`src/rtl/output_port_alloc.sv`:
```
`default_nettype none
// ============================================================================
// Module      : output_port_alloc
// Description : Output-port allocator for a torus router. Grants one
//               requester per cycle, holds the port for the duration of a
//               multi-flit packet, and tracks downstream credits.
//               Optional macro FARTHEST_FIRST_ARB_EN enables prio-based
//               arbitration in IDLE; otherwise IDLE arbitration is pure
//               round-robin. NREQ must not exceed 8 (3-bit grant_idx).
// Revision    : 1.0 - initial release
// ============================================================================
module output_port_alloc #(
  parameter int NREQ    = 7,
  parameter int PW      = 8,
  parameter int CREDITS = 4
) (
  input  logic                         clk,
  input  logic                         rst,
  input  logic [NREQ-1:0]              req,
  input  logic [NREQ-1:0]              is_head,
  input  logic [NREQ-1:0]              is_tail,
  input  logic [NREQ*PW-1:0]           prio,
  input  logic                         credit_ret,
  output logic [NREQ-1:0]              grant,
  output logic [2:0]                   grant_idx,
  output logic                         locked,
  output logic [$clog2(CREDITS+1)-1:0] credit_cnt
);

  localparam int            CW            = $clog2(CREDITS + 1);
  localparam logic [CW-1:0] C_CREDITS_MAX = CW'(CREDITS);
  localparam logic [3:0]    C_NREQ        = 4'(NREQ);
  localparam logic [2:0]    C_LAST_IDX    = 3'(NREQ - 1);

  typedef enum logic [0:0] {
    ST_IDLE   = 1'b0,
    ST_LOCKED = 1'b1
  } state_t;

  state_t          r_state;
  state_t          w_state_nxt;
  logic [2:0]      r_owner;
  logic [2:0]      r_rr_ptr;
  logic [CW-1:0]   r_credit;

  logic [NREQ-1:0] w_elig;
  logic            w_found;
  logic [2:0]      w_winner;
  logic [3:0]      w_scan;
  logic [2:0]      w_idx;
  logic            w_fire;
  logic [2:0]      w_rr_nxt;

  assign w_elig = req & is_head;

`ifdef FARTHEST_FIRST_ARB_EN
  logic [PW-1:0] w_prio [NREQ];
  logic [PW-1:0] w_best;

  for (genvar gi = 0; gi < NREQ; gi++) begin : g_prio
    assign w_prio[gi] = prio[gi*PW +: PW];
  end

  // Scan from rr_ptr; strict '>' keeps the earliest requester among equal prio.
  always_comb begin
    w_found  = 1'b0;
    w_winner = 3'd0;
    w_best   = '0;
    w_scan   = 4'd0;
    w_idx    = 3'd0;
    for (int k = 0; k < NREQ; k++) begin
      w_scan = {1'b0, r_rr_ptr} + 4'(k);
      if (w_scan >= C_NREQ) w_scan = w_scan - C_NREQ;
      w_idx = w_scan[2:0];
      if (w_elig[w_idx] && (!w_found || (w_prio[w_idx] > w_best))) begin
        w_found  = 1'b1;
        w_winner = w_idx;
        w_best   = w_prio[w_idx];
      end
    end
  end
`else
  logic w_unused_prio;
  assign w_unused_prio = ^prio;

  // Pure round-robin: first eligible requester at or after rr_ptr.
  always_comb begin
    w_found  = 1'b0;
    w_winner = 3'd0;
    w_scan   = 4'd0;
    w_idx    = 3'd0;
    for (int k = 0; k < NREQ; k++) begin
      w_scan = {1'b0, r_rr_ptr} + 4'(k);
      if (w_scan >= C_NREQ) w_scan = w_scan - C_NREQ;
      w_idx = w_scan[2:0];
      if (w_elig[w_idx] && !w_found) begin
        w_found  = 1'b1;
        w_winner = w_idx;
      end
    end
  end
`endif

  assign w_rr_nxt = (w_winner == C_LAST_IDX) ? 3'd0 : (w_winner + 3'd1);

  // Grant and next-state decode; nothing transfers without a credit or in reset.
  always_comb begin
    grant       = '0;
    w_fire      = 1'b0;
    w_state_nxt = r_state;
    if (!rst && (r_credit != '0)) begin
      case (r_state)
        ST_IDLE: begin
          if (w_found) begin
            grant[w_winner] = 1'b1;
            w_fire          = 1'b1;
            if (!is_tail[w_winner]) w_state_nxt = ST_LOCKED;
          end
        end
        ST_LOCKED: begin
          if (req[r_owner]) begin
            grant[r_owner] = 1'b1;
            w_fire         = 1'b1;
            if (is_tail[r_owner]) w_state_nxt = ST_IDLE;
          end
        end
        default: w_state_nxt = ST_IDLE;
      endcase
    end
  end

  // State register; reset drops any packet in flight.
  always_ff @(posedge clk or posedge rst) begin
    if (rst) r_state <= ST_IDLE;
    else     r_state <= w_state_nxt;
  end

  // Owner and round-robin pointer update only on a new-packet (IDLE) grant.
  always_ff @(posedge clk or posedge rst) begin
    if (rst) begin
      r_owner  <= 3'd0;
      r_rr_ptr <= 3'd0;
    end else if (w_fire && (r_state == ST_IDLE)) begin
      r_owner  <= w_winner;
      r_rr_ptr <= w_rr_nxt;
    end
  end

  // Credit counter: grant consumes, credit_ret refunds, saturating at CREDITS.
  always_ff @(posedge clk or posedge rst) begin
    if (rst) begin
      r_credit <= C_CREDITS_MAX;
    end else begin
      case ({w_fire, credit_ret})
        2'b10:   r_credit <= r_credit - CW'(1);
        2'b01:   if (r_credit != C_CREDITS_MAX) r_credit <= r_credit + CW'(1);
        default: r_credit <= r_credit;
      endcase
    end
  end

  assign locked     = (r_state == ST_LOCKED);
  assign grant_idx  = r_owner;
  assign credit_cnt = r_credit;

endmodule
`default_nettype wire

```
`config.mk`:
```
export PLATFORM = sky130hd
export DESIGN_NAME = output_port_alloc
export DESIGN_NICKNAME = d
export VERILOG_FILES = /design/src/rtl/output_port_alloc.sv
export SDC_FILE = /design/constraint.sdc
export NUM_CORES = 1
export LEC_CHECK = 0
export ABC_AREA = 1
export CAP_MARGIN = 20
export CORE_ASPECT_RATIO = 0.75
export CORE_UTILIZATION = 46
export DETAILED_ROUTE_END_ITERATION = 8
export PLACE_DENSITY = 0.83
export SYNTH_ARGS = -nofsm -noshare
export SYNTH_HDL_FRONTEND = slang
export SYNTH_SLANG_ARGS = --single-unit
```
`constraint.sdc`:
```
create_clock -name clk -period 4.7 [get_ports clk]
set_clock_uncertainty 0.1 [all_clocks]
set_input_delay 0.94 -clock clk [delete_from_list [all_inputs] [get_ports clk]]
set_output_delay 0.94 -clock clk [all_outputs]
set_load 0.05 [all_outputs]
```
==> results.json <==
{
  "route.detailed.drc": 0,
  "critPathCaptureType": "primary output",
  "gr-total-overflow": 0,
  "worst-slew-pin-transition_ns": 0.536,
  "synthXorXnorAreaFrac_pct": 1.37,
  "root_buffer": "sky130_fd_sc_hd__clkbuf_8",
  "timing.critical_path.fanout_max": 5,
  "layout.area.seq_sq_um": 251,
  "coreArea_sq_mm": 0.00504,
  "synth_area_leaders": "sky130_fd_sc_hd__nand2_1, sky130_fd_sc_hd__nand3_1, sky130_fd_sc_hd__dfrtp_1",
  "share_of_post_route_cells_with_drive_strength_above_1_pct": 22.3,
  "n_fill_cell": 440,
  "layout.core_utilization_pct": 65.2,
  "clkLatencyLatePin_ns": 0.23,
  "status": "complete, no violations",
  "yosys.cell_types.count": 46,
  "timing.max_cap.violations": 0,
  "final_cell_area_sq_mm": 0.00328,
  "clk_pin_slew_worst_paths_ns": 0.04,
  "post_synthesis_share_of_cell_area_spent_on_full_adders_half_adders_and_majority_gates_pct": 8.19,
  "timing.final.max_slew_violations": 0,
  "dp_cells": 554,
  "synth_edf_count": 0,
  "wire_length_of_the_first_global_routing_pass_um": 12000,
  "post_drt_antenna_nets": 0,
  "post-route-min-period_ns": 4.53,
  "post_drt_wl_per_cell_um": 14.4,
  "detailedPlacementHpwl_um": 6650,
  "synthSimpleGateAreaFrac_pct": 55.1,
  "first_global_vias": 2473,
  "finish.net_count": 584,
  "drt_first_iter_violations": 339,
  "area_delta_synth_final_pct": 32.7,
  "core.rowCount": 22,
  "vias_per_cell": 5.51,
  "hold_start": "credit_cnt[2]",
  "worst_setup_path_startpoint": "r_rr_ptr[1]",
  "mappedNetlistArea_sq_mm": 0.00247,
  "first_pass_iters": 5,
  "main_combinational_cell_family_by_area_after_synthesis": "simple AND/OR/NAND/NOR gates",
  "grt_use_total_pct": 27.4,
  "max_clock_freq_mhz": 221,
  "critical_path.reg2reg.startpoint": "r_rr_ptr[1]",
  "cts.sink_count": 10,
  "worst_rel_slew_slack_pct": 64.0,
  "avgSynthCellArea_sq_um": 5.70,
  "crit_arrival_ns": 3.49,
  "top_flip_flop_cell_by_instance_count_after_synthesis": "sky130_fd_sc_hd__dfrtp_1",
  "io_pins": 94,
  "synthesis.nets": 529,
  "die_w_um": 86.7,
  "synth_top_area_share_pct": 20.3,
  "min_path_type": "flop to flop",
  "timing.critical_path.from_type": "flop",
  "postSynthRegisterBits": 10,
  "hold_viol_final": 0,
  "cts_tree": "yes",
  "layout_worst_path_cycle_share_pct": 96.3,
  "antenna_found_initial": 0,
  "setup_viol_count_final": 0,
  "floorplan.initialDensity_pct": 49.1,
  "multiInputGateArea_sq_mm": 0.00208,
  "routed-via-count": 3085,
  "post_synth_inst_count": 434,
  "yosysWarningCount": 0,
  "wirelength_um": 8050,
  "diodes": 0,
  "ys_async_sr_fraction_pct": 100,
  "seq_area_frac_synth_pct": 10.2,
  "io_buffers": 37,
  "synth.area.mux_share_pct": 0,
  "globalplace.congestion": 1.01,
  "share_of_the_synthesized_area_in_compound_gates_ao_oa_aoi_oai_pct": 13.3,
  "timing.critical_path.required_ns": 3.66,
  "fin_cells": 560,
  "cts_htree_levels": 1,
  "number_of_buffers_created_by_cts": 3,
  "die-area_sq_mm": 0.00568,
  "grt_start_max_net_pins": 14,
  "grt_setup_unrepaired": "yes",
  "floorplan.die.height_um": 65.5,
  "holdBufCountCts": 0,
  "timing_worst_setup_path_type": "flop to primary output",
  "dpl_cell_area_sq_mm": 0.00308,
  "synth_top_cell_by_area": "sky130_fd_sc_hd__nand2_1",
  "clock_path_buffers": 2
}
==> cell families (layout without fill, tap and decap cells) <==
logic type,count (synthesis),after routing
flops,10,10
simple gates,287,287
fa+ha+maj,15,15
buf+inv,69,123
compound gates,50,50
xor+xnor,3,3
==> critical path, cell delays in order, from the launching register on <==
cell and delay (ns):
sky130_fd_sc_hd__dfrtp_1 0.38, sky130_fd_sc_hd__inv_1 0.08, sky130_fd_sc_hd__ha_1 0.18, sky130_fd_sc_hd__inv_1 0.06
sky130_fd_sc_hd__fa_2 0.48, sky130_fd_sc_hd__o21ai_1 0.35, sky130_fd_sc_hd__inv_1 0.10, sky130_fd_sc_hd__nand2_1 0.09
sky130_fd_sc_hd__nand2_2 0.11, sky130_fd_sc_hd__nand3b_1 0.18, sky130_fd_sc_hd__nor2_1 0.17, sky130_fd_sc_hd__nand4_1 0.15
sky130_fd_sc_hd__nor2_2 0.19, sky130_fd_sc_hd__inv_2 0.07, sky130_fd_sc_hd__nand2_2 0.16, sky130_fd_sc_hd__nand2_2 0.12
sky130_fd_sc_hd__o21ai_2 0.21, sky130_fd_sc_hd__buf_12 0.16
==> per-layer routing <==
layer  track usage, %  vias up  wire length (um)
li1                 -     1537                 -
met1             42.1     1384              3710
met2             38.6      158              3430
met3             5.65        6               851
met4             5.63        0                57
met5                0        -                 0
==> worst paths after layout <==
kind / end / slack, ns / cells past startpoint
setup / recovery: grant[0] / 0.17 / 17
hold / removal: credit_cnt[2] / 0.47 / 3
setup reg to reg: credit_cnt[2] / 0.84 / 24
hold reg to reg: credit_cnt[2] / 0.47 / 3
max in group asynchronous: credit_cnt[2] / 3.28 / 2
min in group asynchronous: grant_idx[0] / 0.91 / 2
==> Yosys cell counts (2+ instances only) <==
cell type / number
sky130_fd_sc_hd__a31oi_1: 2
sky130_fd_sc_hd__nand2_2: 19
sky130_fd_sc_hd__a21boi_0: 2
sky130_fd_sc_hd__nor3_1: 3
sky130_fd_sc_hd__dfrtp_1: 9
sky130_fd_sc_hd__o211ai_1: 2
sky130_fd_sc_hd__a21oi_1: 7
sky130_fd_sc_hd__o22ai_1: 5
sky130_fd_sc_hd__ha_1: 13
sky130_fd_sc_hd__nand3_2: 3
sky130_fd_sc_hd__clkbuf_1: 2
sky130_fd_sc_hd__nand3b_1: 3
sky130_fd_sc_hd__o21ai_1: 4
sky130_fd_sc_hd__o21ai_0: 16
sky130_fd_sc_hd__nand4_1: 8
sky130_fd_sc_hd__inv_1: 52
sky130_fd_sc_hd__nand3_1: 84
sky130_fd_sc_hd__nor2_2: 4
sky130_fd_sc_hd__buf_6: 2
sky130_fd_sc_hd__nand2_1: 134
sky130_fd_sc_hd__inv_2: 11
sky130_fd_sc_hd__nor2_1: 22
sky130_fd_sc_hd__fa_1: 2
sky130_fd_sc_hd__o21ai_2: 2
sky130_fd_sc_hd__o31ai_1: 2
==> flip-flops by register name, summed over array words and instances (netlist names) <==
name	flops
grant_idx	3
r_rr_ptr	3
locked	1
credit_cnt	3
==> final cells by class <==
| class | instances | area share (%) |
|---|---|---|
| Sequential cell | 10 | 7.66 |
| Inverter | 64 | 7.39 |
| Multi-Input combinational cell | 355 | 63.3 |
| Timing Repair Buffer | 55 | 17.5 |
| Tap cell | 72 | 2.74 |
| Clock buffer | 4 | 1.37 |
==> placed cells by master, fill, tap and decap left out, types with 7 or more instances in the layout <==
cell type / n
sky130_fd_sc_hd__buf_4: 18
sky130_fd_sc_hd__inv_1: 50
sky130_fd_sc_hd__nand4_1: 8
sky130_fd_sc_hd__ha_1: 9
sky130_fd_sc_hd__buf_12: 7
sky130_fd_sc_hd__inv_2: 13
sky130_fd_sc_hd__dfrtp_1: 9
sky130_fd_sc_hd__clkdlybuf4s50_1: 30
sky130_fd_sc_hd__nand3_1: 81
sky130_fd_sc_hd__nor2_1: 19
sky130_fd_sc_hd__nand2_1: 125
sky130_fd_sc_hd__nand2_2: 25
sky130_fd_sc_hd__o21ai_0: 11
==> stage by stage <==
stage / worst slack (ns) / hold WS [ns] / TNS, ns
final: 0.173 / 0.467 / 0
after global routing: -0.0222 / 0.489 / -0.0523
after CTS: 0.0147 / 0.475 / 0
after detailed placement: 0.0745 / 0.461 / 0
after global placement: 0.0909 / 0.430 / 0
after floorplan: 0.0286 / 0.512 / 0
==> timing repair <==
item                       in CTS  in global routing
setup endpoints to repair       0                  7
gates resized for setup         0                 41
setup buffers                   0                  2
Power is left out: the tool's default activity adds up to more than one toggle a clock period on the data nets, which glitch-free logic cannot reach.
